[src/rtl/data_memory_arbiter.sv]
// Two-port arbiter for the single-port data memory: port 0 has fixed priority, port 1 is guaranteed a grant after MAX_WAIT losses.
// Each access is IDLE -> ACCESS -> RESP (ack in cycle k+2, 3 cycles/access); requesters hold req/we/addr/wdata until ack.
module data_memory_arbiter #(
    parameter int DATA_W   = 32,
    parameter int ADDR_W   = 32,
    parameter int MAX_WAIT = 4,
    parameter int WAIT_W   = 3
) (
    input  logic              clk,
    input  logic              reset,
    input  logic              p0_req,
    input  logic              p0_we,
    input  logic [ADDR_W-1:0] p0_addr,
    input  logic [DATA_W-1:0] p0_wdata,
    output logic              p0_ack,
    output logic [DATA_W-1:0] p0_rdata,
    input  logic              p1_req,
    input  logic              p1_we,
    input  logic [ADDR_W-1:0] p1_addr,
    input  logic [DATA_W-1:0] p1_wdata,
    output logic              p1_ack,
    output logic [DATA_W-1:0] p1_rdata,
    output logic              mem_we,
    output logic              mem_re,
    output logic [ADDR_W-1:0] mem_addr,
    output logic [DATA_W-1:0] mem_wdata,
    input  logic [DATA_W-1:0] mem_rdata,
    output logic              busy
);

    typedef enum logic [1:0] {
        IDLE   = 2'd0,
        ACCESS = 2'd1,
        RESP   = 2'd2
    } state_t;

    state_t            r_state;
    logic [WAIT_W-1:0] r_wait_cnt;
    logic              r_owner;

    logic w_any_req;
    logic w_p1_win;
    logic w_sel_we;

    assign w_any_req = p0_req | p1_req;
    assign w_p1_win  = p1_req && (!p0_req || (r_wait_cnt == WAIT_W'(MAX_WAIT)));
    assign w_sel_we  = w_p1_win ? p1_we : p0_we;

    always_ff @(posedge clk) begin
        if (!reset) begin
            r_state    <= IDLE;
            r_wait_cnt <= '0;
            r_owner    <= 1'b0;
            p0_ack     <= 1'b0;
            p1_ack     <= 1'b0;
            p0_rdata   <= '0;
            p1_rdata   <= '0;
            mem_we     <= 1'b0;
            mem_re     <= 1'b0;
            mem_addr   <= '0;
            mem_wdata  <= '0;
            busy       <= 1'b0;
        end else begin
            case (r_state)
                IDLE: begin
                    p0_ack <= 1'b0;
                    p1_ack <= 1'b0;
                    if (w_any_req) begin
                        r_owner   <= w_p1_win;
                        mem_we    <= w_sel_we;
                        mem_re    <= !w_sel_we;
                        mem_addr  <= w_p1_win ? p1_addr : p0_addr;
                        mem_wdata <= w_p1_win ? p1_wdata : p0_wdata;
                        busy      <= 1'b1;
                        r_state   <= ACCESS;
                    end else begin
                        mem_we <= 1'b0;
                        mem_re <= 1'b0;
                    end
                    // Counts arbitration losses only; saturates so the forced grant stays pending.
                    if (w_p1_win || !p1_req) begin
                        r_wait_cnt <= '0;
                    end else if (r_wait_cnt != WAIT_W'(MAX_WAIT)) begin
                        r_wait_cnt <= r_wait_cnt + 1'b1;
                    end
                end
                ACCESS: begin
                    if (mem_re) begin
                        if (r_owner) p1_rdata <= mem_rdata;
                        else         p0_rdata <= mem_rdata;
                    end
                    p0_ack  <= !r_owner;
                    p1_ack  <= r_owner;
                    mem_we  <= 1'b0;
                    mem_re  <= 1'b0;
                    r_state <= RESP;
                end
                RESP: begin
                    p0_ack  <= 1'b0;
                    p1_ack  <= 1'b0;
                    busy    <= 1'b0;
                    r_state <= IDLE;
                end
                default: begin
                    r_state <= IDLE;
                end
            endcase
        end
    end

endmodule

[config.mk]
export PLATFORM = sky130hd
export DESIGN_NAME = data_memory_arbiter
export DESIGN_NICKNAME = d
export VERILOG_FILES = /design/src/rtl/data_memory_arbiter.sv
export SDC_FILE = /design/constraint.sdc
export NUM_CORES = 1
export LEC_CHECK = 0
export ABC_AREA = 1
export BUFFER_PORTS_ARGS = -buffer_cell sky130_fd_sc_hd__buf_2
export CAP_MARGIN = 5
export CORE_MARGIN = 2
export CORE_UTILIZATION = 47
export DETAILED_ROUTE_END_ITERATION = 6
export PLACE_DENSITY = 0.83
export RECOVER_POWER = 100
export SLEW_MARGIN = 20
export SYNTH_ARGS = -nofsm -noshare
export SYNTH_HDL_FRONTEND = slang
export SYNTH_SLANG_ARGS = --single-unit
[constraint.sdc]
create_clock -name clk -period 1.8 [get_ports clk]
set_input_delay 0.09 -clock clk [delete_from_list [all_inputs] [get_ports clk]]
set_output_delay 0.09 -clock clk [all_outputs]
set_load 0.05 [all_outputs]
Yosys cells after proc, flatten, opt, wreduce, memory -nomap -nowiden
Cells that the tools add are included.
- $add $sub $neg: 1
- equality and inequality tests: 5
- mux-type cells: 15
- bitwise operators: 2
- reduce and logical (&&, ||, !) cells: 18
- operator list (kind ; number):
    $mux W32 ; 2
    $pmux W1 S2 ; 5
    $reduce_bool A2 Y1 ; 4
    $mux W3 ; 2
    $reduce_and A2 Y1 ; 3
    $reduce_and A3 Y1 ; 2
    $logic_not A1 Y1 ; 4
    $mux W1 ; 4
    $pmux W2 S2 ; 1
    $add A3 B1 Y3 const B ; 1
    $eq A3 B3 Y1 const B ; 1
    $ne A3 B3 Y1 const B ; 1
    $eq A2 B1 Y1 const B ; 1
    $eq A2 B2 Y1 const B ; 1
    $logic_not A2 Y1 ; 1
    $logic_or A1 B1 Y1 ; 2
    $mux W2 ; 1
    $ne A2 B2 Y1 const B ; 1
    $reduce_or A2 Y1 ; 1
    $logic_and A1 B1 Y1 ; 1
    $not A1 Y1 ; 1
    $or A1 B1 Y1 ; 1
- register bits after elaboration: 139
- input bits: 166
- output and inout port bits: 133
- word-level logic and storage cells: 53

Logic depth before layout (Yosys ltp)
- depth after elaboration: 7
- mapped depth: 10
- depth with buffers taken out: 9

Least setup slack after synthesis
OpenSTA, ideal clock, no wires.
- kind: reg-to-reg
- from: register mem_re
- to: register p1_rdata[21]
- library setup time: 0.065 ns
- arrival: 1.409 ns
- required time: 1.735 ns
- path slack: 0.325 ns
- cell stages (with the launch flop): 6
- buffers on the path: 1
- clock period less this slack: 1.475 ns
- cell sequence: dfxtp_1 > nand2_1 > nor2_4 > clkbuf_1 > o21ai_0 > nor2_1
- word-level cells in the longest chain between the ends: 1
- RTL lines (element ; RTL line ; RTL):
    start, declared ; 24 ; output logic mem_re,
    start signal, assigned ; 71 ; mem_re <= !w_sel_we;
    $reduce_and A3 Y1 (no line) ; -- ;
    end signal, assigned ; 89 ; if (r_owner) p1_rdata <= mem_rdata;
    end, declared ; 22 ; output logic [DATA_W-1:0] p1_rdata,
Every way passes these cells.
A chain may end at the register's enable or synchronous reset.

Worst setup path after layout
- from: register r_state[1]
- to: register mem_wdata[23]
- word-level cells in the longest chain between the ends: 2
- RTL lines (element ; RTL line ; RTL):
    start, declared ; 37 ; state_t r_state;
    start signal, assigned ; 51 ; r_state <= IDLE;
    start signal, assigned ; 75 ; r_state <= ACCESS;
    start signal, assigned ; 96 ; r_state <= RESP;
    $logic_not A2 Y1 ; 64 ; case (r_state)
    $reduce_and A2 Y1 (no line) ; -- ;
    end signal, assigned ; 73 ; mem_wdata <= w_p1_win ? p1_wdata : p0_wdata;
    end, declared ; 26 ; output logic [DATA_W-1:0] mem_wdata,
Every way passes these cells.

==> out/metrics.csv <==
stage,metric,value,unit
logic_synthesis,Ys Warns,0,
clock_network,Clock Sinks,139,
critical_path,reg2reg path depth,9,
critical_path,worst reg2reg setup slack,140,ps
drt,post-route ant nets,0,
sta,RSZ-0062 raised after global routing,no,
sta,final period utilization,92.4,%
sta,"Hold Vio Cnt, Final",0,
power_and_ir_drop,cell internal pwr,5.98,mW
clock_network,H-tree levels,4,
power_and_ir_drop,Pleak,4.19,nW
layout,FILL cells,1124,
grt,vias in the first global route,6655,
place,HPWL after DPL,12800,µm
min_path,Hold Crit Class,in -> reg,
logic_synthesis,syn nets,1073,
floorplan,Die ar.,14300,µm²
power_and_ir_drop,Reg power frac,38.4,%
critical_path,crit path DAT,1980,ps
power_and_ir_drop,P per Cell Area,996,nW/µm²
drt,wire length per cell,14.0,µm
floorplan,die width,120,µm
critical_path,WS Path Type,reg -> reg,
layout,fin util,67.8,%
sta,Clock Skew,13.9,ps
critical_path,Worst path max stage delay,310,ps
critical_path,Crit path buffers/inverters,4,
logic_synthesis,Post-synth top cells,"nor2_1, dfxtp_1, nand2_1",
place,GP Congestion,0.869,
layout,share of layout cells above drive strength 1,18.1,%
critical_path,CP cell instances,"buf_4, nor2_4, inv_2, nor2_4, buf_12, clkbuf_4, nand2_1, nor2_1, nor2_1",
grt,initial antenna violation count,0,
clock_network,Clock Path Buffers,2,
power_and_ir_drop,NetSw,2.89,mW
power_and_ir_drop,Clock Power Share,38.1,%
critical_path,Worst Setup Start Kind,register,
critical_path,Worst path slowest cell,dfxtp_1,
floorplan,Initial Util,47.9,%
layout,area of the multi-input gates,2750,µm²
logic_synthesis,"area leader, netlist",dfxtp_1,
flow_run,max cap viols,0,
sta,clock period minus final worst setup slack,1660,ps
clock_network,CTS tree,yes,
drt,routed vias,7185,
power_and_ir_drop,Sw Ratio,32.6,%
sta,Slew @ Worst Pin,705,ps
floorplan,IO Count,299,
critical_path,Worst EP required,2120,ps
layout,Syn-to-layout area delta,41.4,%
logic_synthesis,sequential area share after synthesis,44.2,%
sta,worst setup margin,136,ps
clock_network,Resized cells post-CTS,0,
sta,final setup fails,0,
logic_synthesis,Post-synth EDFFs,0,
critical_path,worst r2r src,r_state[1],
min_path,WHS Endpoint,mem_wdata[24],
place,pre-CTS WS,23.0,ps
sta,pins over their slew limit,0,
critical_path,cell family with most CP delay,buffers and inverters,
layout,Final #Nets,1417,
logic_synthesis,Synth area leaders,"dfxtp_1, nor2_1, nand3_1",
critical_path,CP endpoint kind,register,
drt,Initial DRT Pass Iterations,5,
logic_synthesis,Mean Syn Cell Area,6.95,µm²
power_and_ir_drop,Peak VDD IR,541,µV
logic_synthesis,most common cell in the netlist,nor2_1,
min_path,Hold Crit Start,p1_wdata[24],
drt,routed wire length,20100,µm
drt,via-per-instance ratio,5.00,
layout,Antenna Cells,0,
logic_synthesis,Syn Std Cell Area,6290,µm²
logic_synthesis,synthesis-stage register bit count,139,
sta,Fmax achieved,601,MHz
clock_network,"CTS clk-pin slew, worst paths",60,ps
floorplan,Core Region,13100,µm²
logic_synthesis,Cells after Synth,905,
drt,DRC errors left,0,
place,number of buffers added on ports,298,
critical_path,r2r endpoint,mem_wdata[23],
floorplan,DIE HEIGHT,120,µm
logic_synthesis,primary flip-flop cell chosen by synthesis mapping,dfxtp_1,
floorplan,site row count,42,
layout,Sequential cell area,2780,µm²
logic_synthesis,Unique masters post-synth,22,
power_and_ir_drop,combinational power share,23.5,%
grt,global-route wire length before repair,31300,µm
clock_network,"Clk Latency, worst-skew pair",420,ps
grt,largest net degree at the start of global routing,134,
clock_network,Num CTS Buffers,17,
grt,Total Routing Usage GR,27.3,%
min_path,worst hold path depth,5,
drt,Initial DRC Count,621,
critical_path,CP max FO,24,
clock_network,Root Buffer Master,clkbuf_16,
logic_synthesis,async set or reset register ratio after synthesis,0,%
sta,setup TNS,0,ps
sta,Max-slew headroom,53.2,%
logic_synthesis,area share of the largest cell type after synthesis,44.2,%
grt,GRT overflow,0,
status,status,"finished, final reports clean",
state kept, by name, summed over array words and instances (netlist names):
| name | cells |
|---|---|
| mem_addr | 32 |
| mem_wdata | 32 |
| p0_rdata | 32 |
| p1_rdata | 32 |
| r_wait_cnt | 3 |
| r_state | 2 |
| busy | 1 |
| mem_re | 1 |
| mem_we | 1 |
| p0_ack | 1 |
| p1_ack | 1 |
| r_owner | 1 |
through the flow:
stage                     instances  power [mW]  hold slack, ps  area (µm²)
after floorplan                 905        4.97             225        6290
after global placement         1331        5.44             326        7810
after detailed placement       1331        5.46             336        7810
after CTS                      1436        8.95           0.611        9120
after global routing           1437        9.23            22.3        8900
final                          1437        8.87            10.1        8900
final cells by class:
type                    instances  share of cell area, %
multi-input cells             625                   30.9
clock inverters                12                   1.39
repair buffers                393                   25.9
well taps                     176                   2.47
flip-flops and latches        139                   31.3
inverters                      73                   3.08
clock buffers                  19                   4.98
worst max-delay path by stage:
stage | startpoint | endpoint | slack, ps | depth (start not counted)
2_1_floorplan | mem_re | p1_rdata[21] | 330 | 5
3_3_place_gp | r_owner | p1_rdata[21] | 80 | 6
3_5_place_dp | r_owner | p1_rdata[15] | 20 | 6
4_1_cts | r_owner | p1_rdata[31] | 120 | 6
5_1_grt | r_owner | p1_rdata[21] | 30 | 6
6_report | r_state[1] | mem_wdata[23] | 140 | 9
repair_timing:
action,CTS,global route
endpoints found under the hold margin,98,0
cloned,1,0
pin swaps,1,1
endpoints found under the setup margin,1,7
hold buffers,73,0
buffers inserted,0,1
worst reg2reg max path, stage by stage, from the launching register on:
cell and delay (ps):
dfxtp_1 310, buf_4 150, nor2_4 160, inv_2 90, nor2_4 120, buf_12 190
clkbuf_4 290, nand2_1 80, nor2_1 130, nor2_1 50
cell usage in the layout, fill, tap and decap left out, types with 6 or more instances in the layout:
master,Yosys,final
dlygate4sd3_1,0,73
a21oi_1,69,69
buf_2,23,163
nand3_1,72,72
o21ai_1,65,65
nand2_1,81,81
o21ai_0,62,62
clkbuf_16,0,17
dfxtp_1,139,139
inv_1,70,70
clkbuf_1,29,135
buf_4,0,10
nor2_1,262,263
buf_12,7,6
routing by layer:
metal	part of all wire [%]	vias to the layer above	GRT usage, %
li1	-	3575	-
met1	39	3217	31.0
met2	50	345	47.6
met3	8.4	48	8.08
met4	2.6	0	11.2
met5	0	-	0
kinds of logic after synthesis:
group / Yosys count / share of synthesized area [%]
AND/OR/NAND/NOR: 421 / 27.0
AO/OA/AOI/OAI: 200 / 16.1
buffers and inverters: 142 / 12.1
flip-flops: 139 / 44.2
adder cells (fa/ha/maj): 2 / 0.398
XOR/XNOR: 1 / 0.139
power by group through the flow:
stage / sequential, mW / combinational [mW] / clock (mW)
5_1_grt: 3.43 / 2.24 / 3.56
3_3_place_gp: 3.46 / 1.98 / 0
2_1_floorplan: 4.16 / 0.810 / 0
4_1_cts: 3.40 / 2.13 / 3.42
3_5_place_dp: 3.46 / 2.00 / 0
6_report: 3.41 / 2.08 / 3.38
(Power assumes the default switching activity.)
